==> config.mk <==
export PLATFORM = sky130hd
export DESIGN_NAME = imem_loader
export DESIGN_NICKNAME = d
export VERILOG_FILES = /design/src/rtl/imem_loader_pkg.sv /design/src/rtl/imem_loader_byte_packer.sv /design/src/rtl/imem_loader.sv
export SDC_FILE = /design/constraint.sdc
export NUM_CORES = 1
export LEC_CHECK = 0
export CAP_MARGIN = 20
export CORE_ASPECT_RATIO = 1.75
export CORE_MARGIN = 8
export CORE_UTILIZATION = 44
export CTS_CLUSTER_SIZE = 10
export DETAILED_ROUTE_END_ITERATION = 12
export PLACE_DENSITY = 0.71
export SLEW_MARGIN = 20
export SYNTH_ARGS = -nofsm -noshare
export SYNTH_HDL_FRONTEND = slang
export SYNTH_HIERARCHICAL = 1
export SYNTH_SLANG_ARGS = --single-unit
export TNS_END_PERCENT = 10
==> constraint.sdc <==
create_clock -name CLK -period 3 [get_ports CLK]
set_clock_uncertainty 0.15 [all_clocks]
set_input_delay 0.6 -clock CLK [delete_from_list [all_inputs] [get_ports CLK]]
set_output_delay 0.6 -clock CLK [all_outputs]
set_load 0.01 [all_outputs]
==> src/rtl/imem_loader_pkg.sv <==
// imem_loader_pkg
// Shared definitions for the instruction-memory loader: FSM state encoding,
// frame header length and the word / byte-index widths used by the loader
// and its byte packer.
package imem_loader_pkg;

  // Loader FSM states. CHK is only reachable when the checksum feature
  // (IMEM_LOADER_CHECKSUM_EN) is compiled in.
  typedef enum logic [2:0] {
    HDR_HI = 3'd0,
    HDR_LO = 3'd1,
    DATA   = 3'd2,
    CHK    = 3'd3,
    DONE   = 3'd4,
    ERR    = 3'd5
  } loaderState_t;

  // Frame header: 16-bit big-endian word count.
  localparam int HDR_BYTES  = 2;
  // Instruction word width and the index of a byte within a word.
  localparam int WORD_W     = 32;
  localparam int BYTE_IDX_W = 2;

endpackage

==> src/rtl/imem_loader_byte_packer.sv <==
// byte_packer
// Packs a stream of payload bytes big-endian into 32-bit words and keeps a
// running XOR of every payload byte for the optional frame checksum.
// Ports:
//   CLK       clock, rising edge
//   RST       synchronous active-high reset (clears buffer, index, XOR)
//   byteIn    payload byte
//   byteEn    byteIn is a payload byte accepted on this edge
//   wordOut   word completed by byteIn (valid when wordDone is high)
//   wordDone  byteIn is the 4th byte of a word (combinational pulse)
//   xorSum    XOR of all payload bytes accepted so far
module byte_packer
  import imem_loader_pkg::*;
(
  input  logic              CLK,
  input  logic              RST,
  input  logic [7:0]        byteIn,
  input  logic              byteEn,
  output logic [WORD_W-1:0] wordOut,
  output logic              wordDone,
  output logic [7:0]        xorSum
);

  // Only the three oldest bytes of a word need storing: the fourth byte is
  // taken straight from the input when the word completes, so the write can
  // be registered on the very edge that accepts it.
  logic [WORD_W-9:0]     shiftReg;
  logic [BYTE_IDX_W-1:0] byteIdxReg;

  assign wordOut  = {shiftReg, byteIn};
  assign wordDone = byteEn && (&byteIdxReg);

  always_ff @(posedge CLK) begin
    if (RST) begin
      shiftReg   <= '0;
      byteIdxReg <= '0;
      xorSum     <= 8'h00;
    end else if (byteEn) begin
      shiftReg   <= {shiftReg[WORD_W-17:0], byteIn};
      // Wraps from 3 back to 0 when the word completes.
      byteIdxReg <= byteIdxReg + BYTE_IDX_W'(1);
      xorSum     <= xorSum ^ byteIn;
    end
  end

endmodule

==> src/rtl/imem_loader.sv <==
// imem_loader
// Serial program loader: receives a framed byte stream (16-bit big-endian
// word count, 4*N payload bytes, optional XOR checksum byte), packs the
// payload into 32-bit words, writes them to consecutive word addresses from
// BASE_ADDR, and holds the CPU stalled until the load completes.
// Optional feature macro: IMEM_LOADER_CHECKSUM_EN (trailing checksum byte,
// CHK state; a mismatch aborts the load).
// Parameters:
//   BASE_ADDR    byte address of the first written word
//   MAX_WORDS    largest accepted word count; larger headers abort the load
// Ports:
//   CLK          clock, rising edge
//   RST          synchronous active-high reset
//   InByte       stream byte
//   InValid      InByte valid
//   InReady      loader accepts a byte (transfer on InValid && InReady)
//   MemWE        instruction-memory write strobe, one cycle per word
//   MemAddr      word-aligned byte address of the write
//   MemData      word to write
//   CpuHold      stall request for the datapath (released only in DONE)
//   Done         load completed successfully (sticky until RST)
//   Error        load aborted (sticky until RST)
//   LoadedWords  words written so far, saturating
module imem_loader
  import imem_loader_pkg::*;
#(
  parameter logic [31:0] BASE_ADDR = 32'h0000_0000,
  parameter int          MAX_WORDS = 256
) (
  input  logic        CLK,
  input  logic        RST,
  input  logic [7:0]  InByte,
  input  logic        InValid,
  output logic        InReady,
  output logic        MemWE,
  output logic [31:0] MemAddr,
  output logic [31:0] MemData,
  output logic        CpuHold,
  output logic        Done,
  output logic        Error,
  output logic [15:0] LoadedWords
);

  // State entered once the payload (possibly empty) has been consumed.
`ifdef IMEM_LOADER_CHECKSUM_EN
  localparam loaderState_t AFTER_PAYLOAD = CHK;
`else
  localparam loaderState_t AFTER_PAYLOAD = DONE;
`endif

  loaderState_t stateReg;
  loaderState_t stateNext;

  logic [7:0]               countHiReg;
  logic [HDR_BYTES*8-1:0]   countReg;
  logic [HDR_BYTES*8-1:0]   wordIdxReg;
  logic [HDR_BYTES*8-1:0]   headerCount;
  logic                     accept;
  logic                     packEn;
  logic                     wordComplete;
  logic                     lastWord;
  logic [WORD_W-1:0]        packedWord;
  logic [7:0]               xorSum;

  assign accept      = InValid && InReady;
  assign packEn      = accept && (stateReg == DATA);
  assign headerCount = {countHiReg, InByte};
  // Only evaluated in DATA, where countReg is at least 1.
  assign lastWord    = (wordIdxReg == countReg - 16'd1);

  byte_packer packer (
    .CLK      (CLK),
    .RST      (RST),
    .byteIn   (InByte),
    .byteEn   (packEn),
    .wordOut  (packedWord),
    .wordDone (wordComplete),
    .xorSum   (xorSum)
  );

`ifndef IMEM_LOADER_CHECKSUM_EN
  // Without the checksum byte the running XOR has no consumer.
  logic unusedXor;
  assign unusedXor = ^xorSum;
`endif

  // State register.
  always_ff @(posedge CLK) begin
    if (RST) begin
      stateReg <= HDR_HI;
    end else begin
      stateReg <= stateNext;
    end
  end

  // Next-state logic.
  always_comb begin
    stateNext = stateReg;
    case (stateReg)
      HDR_HI: if (accept) stateNext = HDR_LO;
      HDR_LO: begin
        if (accept) begin
          if (int'({16'd0, headerCount}) > MAX_WORDS) begin
            stateNext = ERR;
          end else if (headerCount == '0) begin
            stateNext = AFTER_PAYLOAD;
          end else begin
            stateNext = DATA;
          end
        end
      end
      DATA: if (wordComplete && lastWord) stateNext = AFTER_PAYLOAD;
`ifdef IMEM_LOADER_CHECKSUM_EN
      CHK: if (accept) stateNext = (InByte == xorSum) ? DONE : ERR;
`endif
      default: stateNext = stateReg;  // DONE and ERR leave only through RST
    endcase
  end

  // State-decoded outputs.
  always_comb begin
    InReady = 1'b0;
    CpuHold = 1'b1;
    Done    = 1'b0;
    Error   = 1'b0;
    case (stateReg)
      HDR_HI, HDR_LO, DATA, CHK: InReady = !RST;
      DONE: begin
        CpuHold = 1'b0;
        Done    = 1'b1;
      end
      ERR:     Error = 1'b1;
      default: ;
    endcase
  end

  // Header capture, word index and the registered write port.
  always_ff @(posedge CLK) begin
    if (RST) begin
      countHiReg  <= 8'h00;
      countReg    <= '0;
      wordIdxReg  <= '0;
      MemWE       <= 1'b0;
      MemAddr     <= BASE_ADDR;
      MemData     <= 32'h0000_0000;
      LoadedWords <= 16'h0000;
    end else begin
      MemWE <= 1'b0;
      if (accept && stateReg == HDR_HI) countHiReg <= InByte;
      if (accept && stateReg == HDR_LO) countReg   <= headerCount;
      if (wordComplete) begin
        MemWE      <= 1'b1;
        // 32-bit add wraps silently past the top of the address space.
        MemAddr    <= BASE_ADDR + {14'd0, wordIdxReg, 2'b00};
        MemData    <= packedWord;
        wordIdxReg <= wordIdxReg + 16'd1;
        if (LoadedWords != 16'hFFFF) LoadedWords <= LoadedWords + 16'd1;
      end
    end
  end

endmodule

; Word level (Yosys, flattened, before mapping)
; Index checks and enable logic that the tools add are counted.
[op_classes]
n_eq_ne = 10
order_cmp = 1
n_mux = 11
n_reduce_logical = 14
add_sub_neg = 4
[ops]
columns = operator, n
row1 = $add 16x1->16 const B, 2
row2 = $eq 16x16->1, 1
row3 = $gt 16x9->1 const B, 1
row4 = $logic_not 16->1, 1
row5 = $ne 16x16->1 const B, 1
row6 = $sub 16x1->16 const B, 1
row7 = $mux 3, 5
row8 = $pmux 3 s3, 1
row9 = $eq 3x2->1 const B, 2
row10 = $eq 3x3->1 const B, 2
row11 = $logic_and 1x1->1, 6
row12 = $mux 1, 5
row13 = $ne 2x2->1 const B, 2
row14 = $reduce_and 2->1, 2
row15 = $reduce_and 4->1, 1
row16 = $reduce_or 4->1, 1
row17 = $eq 3x1->1 const B, 1
row18 = $logic_not 3->1, 1
row19 = $reduce_bool 3->1, 1
row20 = $add 2x1->2 const B, 1
row21 = $ne 2x1->1 const B, 1
row22 = $logic_not 1->1, 1
[totals]
ff_bits = 134
output_inout_bits = 85
in_bits = 11
word_cells = 50

; Depth between registers and ports, before layout
[depth]
word_depth = 9
ltp_mapped = 12
depth_no_buf = 10

; Hierarchy
; Netlist, hierarchy kept.
[by_module_without_submodules]
columns = module, cells_per_inst, n_inst, area_each_um2, seq_area_each_um2
row1 = imem_loader, 546, 1, 4830.9, 2162.1
row2 = byte_packer, 129, 1, 1402.6, 680.7

; Least setup slack after synthesis
; No wires, ideal clock.
[synth_path]
path_type = input port to flip-flop
from = input port RST
to = register stateReg[1]
n_path_buf = 2
arrival_ps = 2749
t_required_ps = 2733
stages = 12
setup_slack_ps = -16
setup_time_ps = 117
path_cell_list = nor2_1 -> and4b_1 -> buf_6 -> buf_6 -> and2_1 -> nor4bb_1 -> nand3_1 -> nor3_1 -> nand4b_1 -> a2111oi_2 -> nand4_1 -> a32o_1
[synth_via]
elab_chain_len = 8
word_cells_on_any_way = 10
classes_between = 3 x eq/ne / 1 x mux / 6 x reduce/logical
[synth_rtl]
columns = item, line_no
row1 = "start, declared", imem_loader.sv:31  ; input logic RST,
row2 = $logic_not 1->1, imem_loader.sv:127  ; HDR_HI, HDR_LO, DATA, CHK: InReady = !RST;
row3 = $mux 1, imem_loader.sv:126  ; case (stateReg)
row4 = $logic_and 1x1->1, imem_loader.sv:65  ; assign accept = InValid && InReady;
row5 = $logic_and 1x1->1, imem_loader.sv:66  ; assign packEn = accept && (stateReg == DATA);
row6 = via packEn, imem_loader.sv:59  ; logic packEn;
row7 = $logic_and 1x1->1, imem_loader_byte_packer.sv:31  ; assign wordDone = byteEn && (&byteIdxReg);
row8 = via wordComplete, imem_loader.sv:60  ; logic wordComplete;
row9 = $logic_and 1x1->1, imem_loader.sv:112  ; DATA: if (wordComplete && lastWord) stateNext = AFTER_PAYLOAD;
row10 = $ne 2x1->1 (no source line), -
row11 = $reduce_and 4->1 (no source line), -
row12 = "end signal, assigned", imem_loader.sv:92  ; stateReg <= stateNext;
row13 = "end, declared", imem_loader.sv:51  ; loaderState_t stateReg;
; The timed path passes the listed nets, and every way through them passes these cells.
; A chain may end at the register's enable or synchronous reset.

; Worst setup path in the final report
[layout_path]
from = register countReg[0]
to = register stateReg[1]
[layout_via]
elab_chain_len = 5
[layout_rtl]
columns = item, line_no
row1 = "start, declared", imem_loader.sv:55  ; logic [HDR_BYTES*8-1:0] countReg;
row2 = "start signal, assigned", imem_loader.sv:150  ; if (accept && stateReg == HDR_LO) countReg <= headerCount;
row3 = $sub 16x1->16, imem_loader.sv:69  ; assign lastWord = (wordIdxReg == countReg - 16'd1);
row4 = $eq 16x16->1, imem_loader.sv:69
row5 = $logic_and 1x1->1, imem_loader.sv:112
row6 = $ne 2x1->1 (no source line), -
row7 = $reduce_and 4->1 (no source line), -
; No other way between the ends.

==> results.md <==
- Summing all flip-flop and latch instances after layout gives around 2700 sq um.
- On the critical path the largest part of the delay comes from compound AO/OA/AOI/OAI gates.
- The final hold violation count is 0.
- The die covers 17400 sq um.
- The total core area is between 10000 and 15000 sq um.
- Of the total power, registers draw 0.463.
- The buffers plus inverters on the worst setup path is 0.
- Setup violations remaining at the end of the flow were counted as 0.
- Dividing the detail-routed via count by the number of cells gives ~5.1.
- The worst register-to-register path begins at countReg[0]$_SDFFE_PP0P_.
- The number of buffer cells added on primary ports is 79.
- In the global route stage, overall resource usage came out at 0.163.
- The type of element capturing the critical path is a flop.
- The arrival time at the worst endpoint is 2.91 ns.
- In the final layout, the share of cells above drive strength 1 is 0.0817.
- The detail route stage leaves a number of antenna-violating nets equal to 0.
- The power density relative to cell area is between 500 and 600 nW/um^2.
- After floorplanning, the core was divided into between 50 and 60 placement rows.
- Routability-driven placement finished with a final weighted congestion of 0.883.
- Dividing the final minimum period by the clock period gives 0.919.
- After detailed routing, the total wire length is 13900 um.
- The post-cts sizing count is 0.
- Hold repair after CTS inserted 0 buffers.
- The clock net in this run drives a total of 134 sinks.
- The minimum hold slack is between 0.3 and 0.4 ns.
- The root buffer cell chosen for the clock tree is clkbuf_16.
- The share of total power dissipated in the clock network is 0.477.
- The buffer count from post-CTS setup fixing is 0.
- The synthesized instance count is between 600 and 700.
- The total grt overflow is 0.
- The run finished with clean final reports.
- Measured on the finished design, the core utilization comes to 0.546.
- For this design the total switching power over the nets is around 940 uW.
- Fill cells in the final layout number ~1200.
- The signal on the critical path passes through or4_1 -> o21a_1 -> o311ai_2 -> a21oi_1 -> a2111oi_2 -> nand4_1 -> a32o_1.
- The combinational cell fraction of total power is 0.060.
- The CTS H-tree depth is 4.
- The leakage power is 2.56 nW.
- In this run the worst path has a maximum fanout of 7.
- The first global-routing pass estimated between 20000 and 25000 um of wire.
- The launch point of the critical path is countReg[0]$_SDFFE_PP0P_.
- The top-level port count is between 90 and 100.
- The total of warnings raised by yosys is 6.
- The highest cell delay on the worst timing path is about 0.69 ns.
- Once detailed placement completed, the half-perimeter wirelength came to about 10000 um.
- At the worst endpoint, the required time is 3.15 ns.
- The fmax is ~360 MHz.
- The iteration-0 DRC count of the detailed router is 246.
- The max capacitance violation total is 0.
- The clock latency reported for the late side of the worst-skew pair is roughly 0.4 ns.
- The final total negative setup slack is 0 ns.
- The slowest stage cell on the critical path is or4_1.
- The length of the first detailed-routing pass in iterations is 5.
- The growth of design area from synthesis to finish is 23.0%.
- The actual slew at the worst max-slew pin is 0.770 ns.
- The worst ir drop on vdd is around 0.40 mV.
- The number of max-slew violations in the final report was 0.
- Setup repair after global routing left no endpoint under its margin.
- The number of antenna violations at the first check in global routing is 0.
- The area of combinational cells with multiple inputs is 2830 sq um.
- The die height is between 150 and 200 um.
- The clock tree from TritonCTS is done.
- The largest net degree at the start of global routing is 76.
- The nature of the critical path startpoint is a flop.
- The remaining max-slew budget at the tightest pin is 0.487.
- The worst hold path belongs to the class reg2reg.
- The total via count in the routed design is about 4600.
- The internal portion of the total power is about 3 mW.
- The routed wire length per instance is approximately 16 um.
- The number of global-route vias before repair came to 4614.
- The routed design could run at a clock period as short as roughly 2.8 ns.
- The critical setup path kind is reg2reg.
- In the routed design, unresolved DRC markers number 0.
- The horizontal die dimension is between 100 and 150 um.
- The startpoint of the worst hold path is countHiReg[6]$_SDFFE_PP0P_.
- The number of antenna diodes in the final layout is 0.
- The post-synthesis cell area is a little under 6000 sq um.
- The clock passes through at most 2 buffers.
- The number of buffers inserted during clock tree synthesis is 17.
- Of the total power, the share spent switching nets is 0.242.
- The total number of nets in the final design is between 700 and 800.
- For this configuration, the core starts out at a cell density of 0.444.
- The average footprint of a synthesized cell is about 9 sq um.
- Clock-pin slew was measured on the worst setup and hold paths at approximately 0.06 ns.
-- worst reg2reg max path: cells and delay by family, from the launching register on --
kind             cells  cell delay, ns
AND/OR/NAND/NOR      2            0.86
flip-flops           1            0.34
AO/OA/AOI/OAI        5            1.30
-- metal layers --
metal	global-route usage	routed length, um
met1	0.166	5330
met2	0.296	7500
met5	0	0
met3	0.0383	722
met4	0.0773	334
-- layout make-up --
cell class | instances | share of cell area
multi-input combinational | 450 | 0.391
sequential | 134 | 0.371
timing repair buffer | 97 | 0.128
clock buffer | 18 | 0.0608
tap | 174 | 0.0301
clock inverter | 14 | 0.0140
inverter | 9 | 0.00468
-- worst paths after layout --
check,endpoint,slack (ns),depth (start not counted)
max,stateReg[1]$_SDFFE_PP0P_,0.24,7
min,countReg[14]$_SDFFE_PP0P_,0.33,2
max reg2reg,stateReg[1]$_SDFFE_PP0P_,0.24,7
min reg2reg,countReg[14]$_SDFFE_PP0P_,0.33,2
-- sequential cells by signal, indices dropped and copies added, names as in the netlist --
register	cells
packer/shiftReg	24
MemData	32
countHiReg	8
MemAddr	16
countReg	16
stateReg	3
packer/byteIdxReg	2
MemWE	1
wordIdxReg	16
LoadedWords	16
-- placed cells by master, fill, tap and decap left out, types with 3 or more instances in the layout --
cell,count
dfxtp_1,134
nor2_1,119
mux2i_1,85
clkdlybuf4s50_1,78
nand2_1,50
a21oi_1,27
xnor2_1,22
xor2_1,19
buf_4,19
clkbuf_16,17
nand3_1,16
conb_1,16
nand4_1,10
inv_1,9
nor3_1,9
o21ai_0,9
nor4_1,7
and4_1,7
or3_1,7
clkinv_2,5
ha_1,4
clkinv_4,4
nor2b_1,3
and3_1,3
nand2b_1,3
inv_6,3
-- per-stage QoR --
stage	instances	setup WS [ns]	power [mW]	area [sq um]
detailed placement	864	-0.0924	2.08	6690
global placement	864	-0.00688	2.07	6690
floorplan	658	0.0407	2.03	5930
CTS	896	0.232	3.95	7230
global route	896	0.0422	4.05	7230
finish	896	0.242	3.91	7230
-- power by group through the flow --
stage	clock (mW)	combinational (mW)	sequential, mW
detailed placement	0	0.228	1.85
floorplan	0	0.188	1.84
finish	1.87	0.233	1.81
CTS	1.91	0.230	1.81
global route	1.98	0.254	1.81
global placement	0	0.223	1.85
(Power assumes the default switching activity.)
==> variant 1, RTL diff (config.mk and constraints unchanged) <==
Re-encode `loaderState_t` (6 states) as one-hot, 6 bits wide.
--- a/src/rtl/imem_loader_pkg.sv
+++ b/src/rtl/imem_loader_pkg.sv
@@ -6,13 +6,13 @@
 
   // Loader FSM states. CHK is only reachable when the checksum feature
   // (IMEM_LOADER_CHECKSUM_EN) is compiled in.
-  typedef enum logic [2:0] {
-    HDR_HI = 3'd0,
-    HDR_LO = 3'd1,
-    DATA   = 3'd2,
-    CHK    = 3'd3,
-    DONE   = 3'd4,
-    ERR    = 3'd5
+  typedef enum logic [5:0] {
+    HDR_HI = 6'b000001,
+    HDR_LO = 6'b000010,
+    DATA   = 6'b000100,
+    CHK    = 6'b001000,
+    DONE   = 6'b010000,
+    ERR    = 6'b100000
   } loaderState_t;
 
   // Frame header: 16-bit big-endian word count.
Check against the original RTL: no difference found for any inputs over 10 cycles, from zero or initial values and one cycle with RST high; not proved beyond that.
==> variant 1 against the original RTL <==
- synthesized area increased by 2.1%
- wire length decreased by 1.2%
- final area increased by 2.4%
- critical path type unchanged
- combinational power decreased by 35%
- worst setup slack got worse by 29 ps
- sequential cell count increased by 2
- highest routed layer unchanged
- total power increased by 2.7%
- sequential share of layout area decreased by 0.34 points
==> variant 1: results (changes against the original RTL) <==
final_layout:
  clock_area_share_pct: 7.90  # +0.41 points
  multi_input_comb_cells: 451  # +0.22%
  syn2layout_area_growth_pct: 23.4
  multi_input_area_um2: 2950  # +4.4%
  clock_buffers: 21  # +3
  seq_cells: 136  # +1.5%
  layout-drive-gt1-share_pct: 8.07  # -0.10 points
  nFillCells: 1171  # -0.59%
  nNonClkInverters: 9  # unchanged
  nNetsFinal: 721  # -0.41%
  buffer_area_share_pct: 12.0  # -0.74 points
  register_area_um2: 2720  # +1.5%
  n_all_buffers: 91  # -6.2%
  largest_cell_class: "multi-input gates"
  reg.largest.list: "MemData (32), packer/shiftReg (24)"
cts:
  cts-root-buf: "clkbuf_16"
  cts_setup_buffers: 0  # unchanged
  path_clk_slew_ps: 60  # about the same
  cts_buffers: 17  # unchanged
  cts_buffer_depth: 2  # unchanged
  clk_latency_ps: 410  # about the same
  htreeDepth: 4  # unchanged
  cts_resized: 0  # unchanged
route:
  wl_per_cell_um: 15.4  # -0.91%
  viasPerCell: 5.03  # -2.2%
  drt_iter0_markers: 182  # -26%
  drt_wl_total_um: 13700  # -1.2%
  firstDrtPassIters: 4  # -1
worst_setup_path:
  cpMaxStageDelayCell: "or4_1"
  worst-endpoint-arrival_ps: 2970  # +60 ps
  path_delay_family: "simple AND/OR/NAND/NOR gates"
  slowest_delay_ps: 500  # -190 ps
  cp_max_fo: 14  # +7
place:
  io_buffers: 79  # unchanged
  pre_cts_slack_ps: 94.4  # +187 ps
  place_area_um2: 6820  # +2.0%
  place_congestion: 0.850  # -3.7%
  post-place-cells: 861  # -0.35%
  dpl.hpwl_um: 10000  # +0.47%
pwr:
  max-vdd-ir-drop_mv: 0.477  # +20%
  p_comb_share_pct: 3.8  # -2.2 points
  seq_power_share_pct: 45.7  # -0.6 points
  leakage_nw: 2.66  # +3.6%
  power.internal_mw: 3.14  # +5.9%
  total_power_mw: 4.02  # +2.7%
run_status:
  status: "finished, final reports clean"
global_routing:
  grt_max_degree: 76  # unchanged
  grt_usage_pct: 15.7  # -0.60 points
  grt_pass1_vias: 4656  # +0.91%
  gr-total-overflow: 0  # unchanged
  grt_pass1_wl_um: 22900  # +1.6%
  antenna_found_initial: 0  # unchanged
die:
  tapCellCount: 174  # unchanged
timing:
  relSlewSlack_pct: 51.6  # +2.9 points
yosys:
  ys_warn_count: 6  # unchanged
  syn_area_per_cell_um2: 9.40  # +2.9%
hold_path:
  hp-class: "register to register"
## variant 1: cell types whose count changed in the layout (fill, tap and decap cells not counted), moves of 3 or more
cell	change
xor2_1	+4
buf_4	-7
nor3_1	-5
nand2_1	-26
mux2i_1	+19
a21oi_1	-18
nand3b_1	+4
or4_1	+3
inv_6	-3
nor2_1	+28
and4_1	-5
## variant 1: path summary, 6_finish.rpt
check / startpoint / end / slack [ps] / cells after the start
worst max-delay path: stateReg[2] / LoadedWords[13] / 210 / 11
worst min-delay path: MemData[0] / MemData[0] / 340 / 2
worst max register to register: stateReg[2] / LoadedWords[13] / 210 / 11
worst min register to register: MemData[0] / MemData[0] / 340 / 2
## variant 1: metal layers
| layer | share of wire [%] | vias up | GRT usage, % |
|---|---|---|---|
| met5 | 0 | - | 0 |
| met3 | 4.4 | 25 | 4.20 |
| li1 | - | 2249 | - |
| met2 | 55 | 98 | 29.6 |
| met1 | 38 | 2124 | 15.3 |
| met4 | 2.7 | 0 | 7.85 |
==> variant 2, RTL diff (same flow settings) <==
Made on the original files. The option `IMEM_LOADER_CHECKSUM_EN` is turned on by a define.
--- a/src/rtl/imem_loader.sv
+++ b/src/rtl/imem_loader.sv
@@ -21,6 +21,8 @@
 //   Done         load completed successfully (sticky until RST)
 //   Error        load aborted (sticky until RST)
 //   LoadedWords  words written so far, saturating
+`define IMEM_LOADER_CHECKSUM_EN
+
 module imem_loader
   import imem_loader_pkg::*;
 #(
Check against the original RTL: not equivalent (a bounded check fails within 4 cycles, from zero or initial values and one cycle with RST high).
==> variant 2 against the original RTL <==
- worst setup slack gained 19 ps
- sequential share of layout area shrank 0.92 points
- first-iteration DRC count shrank 17%
- total power is 14% higher
- wire length grew 4.1%
- global-route usage down 0.56 points
- fmax is 0.71% higher
- synthesized area increased by 8.3%
- via count is 4.7% higher
- sequential cell count grew 8
- utilization is 0.36 points higher
- final area grew 8.7%
==> variant 2: results (changes against the original RTL) <==
global_routing:
  grt_use_met3_pct: 3.84  # +0.011 points
  grt_pass1_wl_um: 23800  # +5.4%
  met2_usage_pct: 29.0  # -0.66 points
  antenna_found_initial: 0  # unchanged
  grt_pass1_vias: 4916  # +6.5%
  grt_usage_pct: 15.7  # -0.56 points
  met1_usage_pct: 16.0  # -0.60 points
route:
  drt_iter0_markers: 204  # -17%
  firstDrtPassIters: 6  # +1
  wl_met2_um: 7920  # +5.5%
  wl_per_cell_um: 15.2  # -1.7%
yosys:
  synthCells: 683  # +6.2%
  synthTopCellsByCount: "dfxtp_1 (142), nor2_1 (127), mux2i_1 (85), nand2_1 (55), xor2_1 (33)"
worst_setup_path:
  worst-endpoint-arrival_ps: 1990  # -920 ps
  cpMaxStageDelayCell: "clkdlybuf4s50_1"
  cp_max_fo: 10  # +3
  path_delay_family: "buffers and inverters"
  slowest_delay_ps: 530  # -160 ps
pwr:
  total_power_mw: 4.45  # +14%
  max-vdd-ir-drop_mv: 0.470  # +18%
  clock_power_mw: 2.27  # +21%
  leakage_nw: 2.88  # +12%
  power.internal_mw: 3.45  # +16%
place:
  dpl.hpwl_um: 10600  # +6.2%
  place_congestion: 0.917  # +3.9%
  place_area_um2: 7210  # +7.8%
  post-place-cells: 917  # +6.1%
timing:
  relSlewSlack_pct: 48.2  # -0.45 points
run_status:
  status: "finished, final reports clean"
final_layout:
  nNetsFinal: 771  # +6.5%
  layout-drive-gt1-share_pct: 10.4  # +2.2 points
hold_path:
  hp-class: "register to register"
cts:
  cts-root-buf: "clkbuf_16"
-- variant 2: cell count changes in the layout (fill, tap and decap cells not counted), moves of 4 or more --
cell / unedited run / this run
nor2_1: 119 / 126
dfxtp_1: 134 / 142
and3_1: 3 / 7
nand3b_1: 0 / 8
o21ai_0: 9 / 4
or3_1: 7 / 3
a21oi_2: 0 / 5
a21bo_1: 0 / 5
nand2_1: 50 / 55
xor2_1: 19 / 33
bufinv_16: 0 / 4
clkinv_2: 5 / 1
nor3_1: 9 / 4
-- variant 2: worst register-to-register path, cell delays in order, from the launching register on --
cell and delay (ps):
dfxtp_1 320, or2b_2 350, nor2_4 90, and2_4 140
or3b_2 440, nor4_1 180, o2111ai_1 170, nor4b_2 240
a41oi_1 150, nor3_1 220
-- variant 2: path summary, 6_finish.rpt --
kind                start           end  slack, ps  cells past startpoint
max           stateReg[2]          Done        260                      4
min          countReg[15]  countReg[15]        330                      2
max reg2reg   stateReg[1]   stateReg[0]        460                      9
min reg2reg  countReg[15]  countReg[15]        330                      2
-- variant 2: layout make-up --
cell class | count | area (µm²)
Clock inverter | 14 | 204
Timing Repair Buffer | 100 | 946
Multi-Input combinational cell | 489 | 3170
Fill cell | 1294 | 6440
Tap cell | 180 | 225
Sequential cell | 142 | 2840
Inverter | 6 | 22.5
Clock buffer | 18 | 439
-- variant 2: kinds of logic (layout without fill, tap and decap cells) --
logic type                 count (synthesis)  after routing  synth area share, %
muxes                                     85             85                 13.4
xor gates and xnor gates                  54             54                 7.71
other                                      1             16               0.0589
DFF                                      142            142                 44.7
adders and majority gates                  4              4                0.787
and+or+nand+nor                          272            272                 20.7
buffers and inverters                     67            138                 6.59
AOI/OAI and AO/OA                         58             58                 6.12
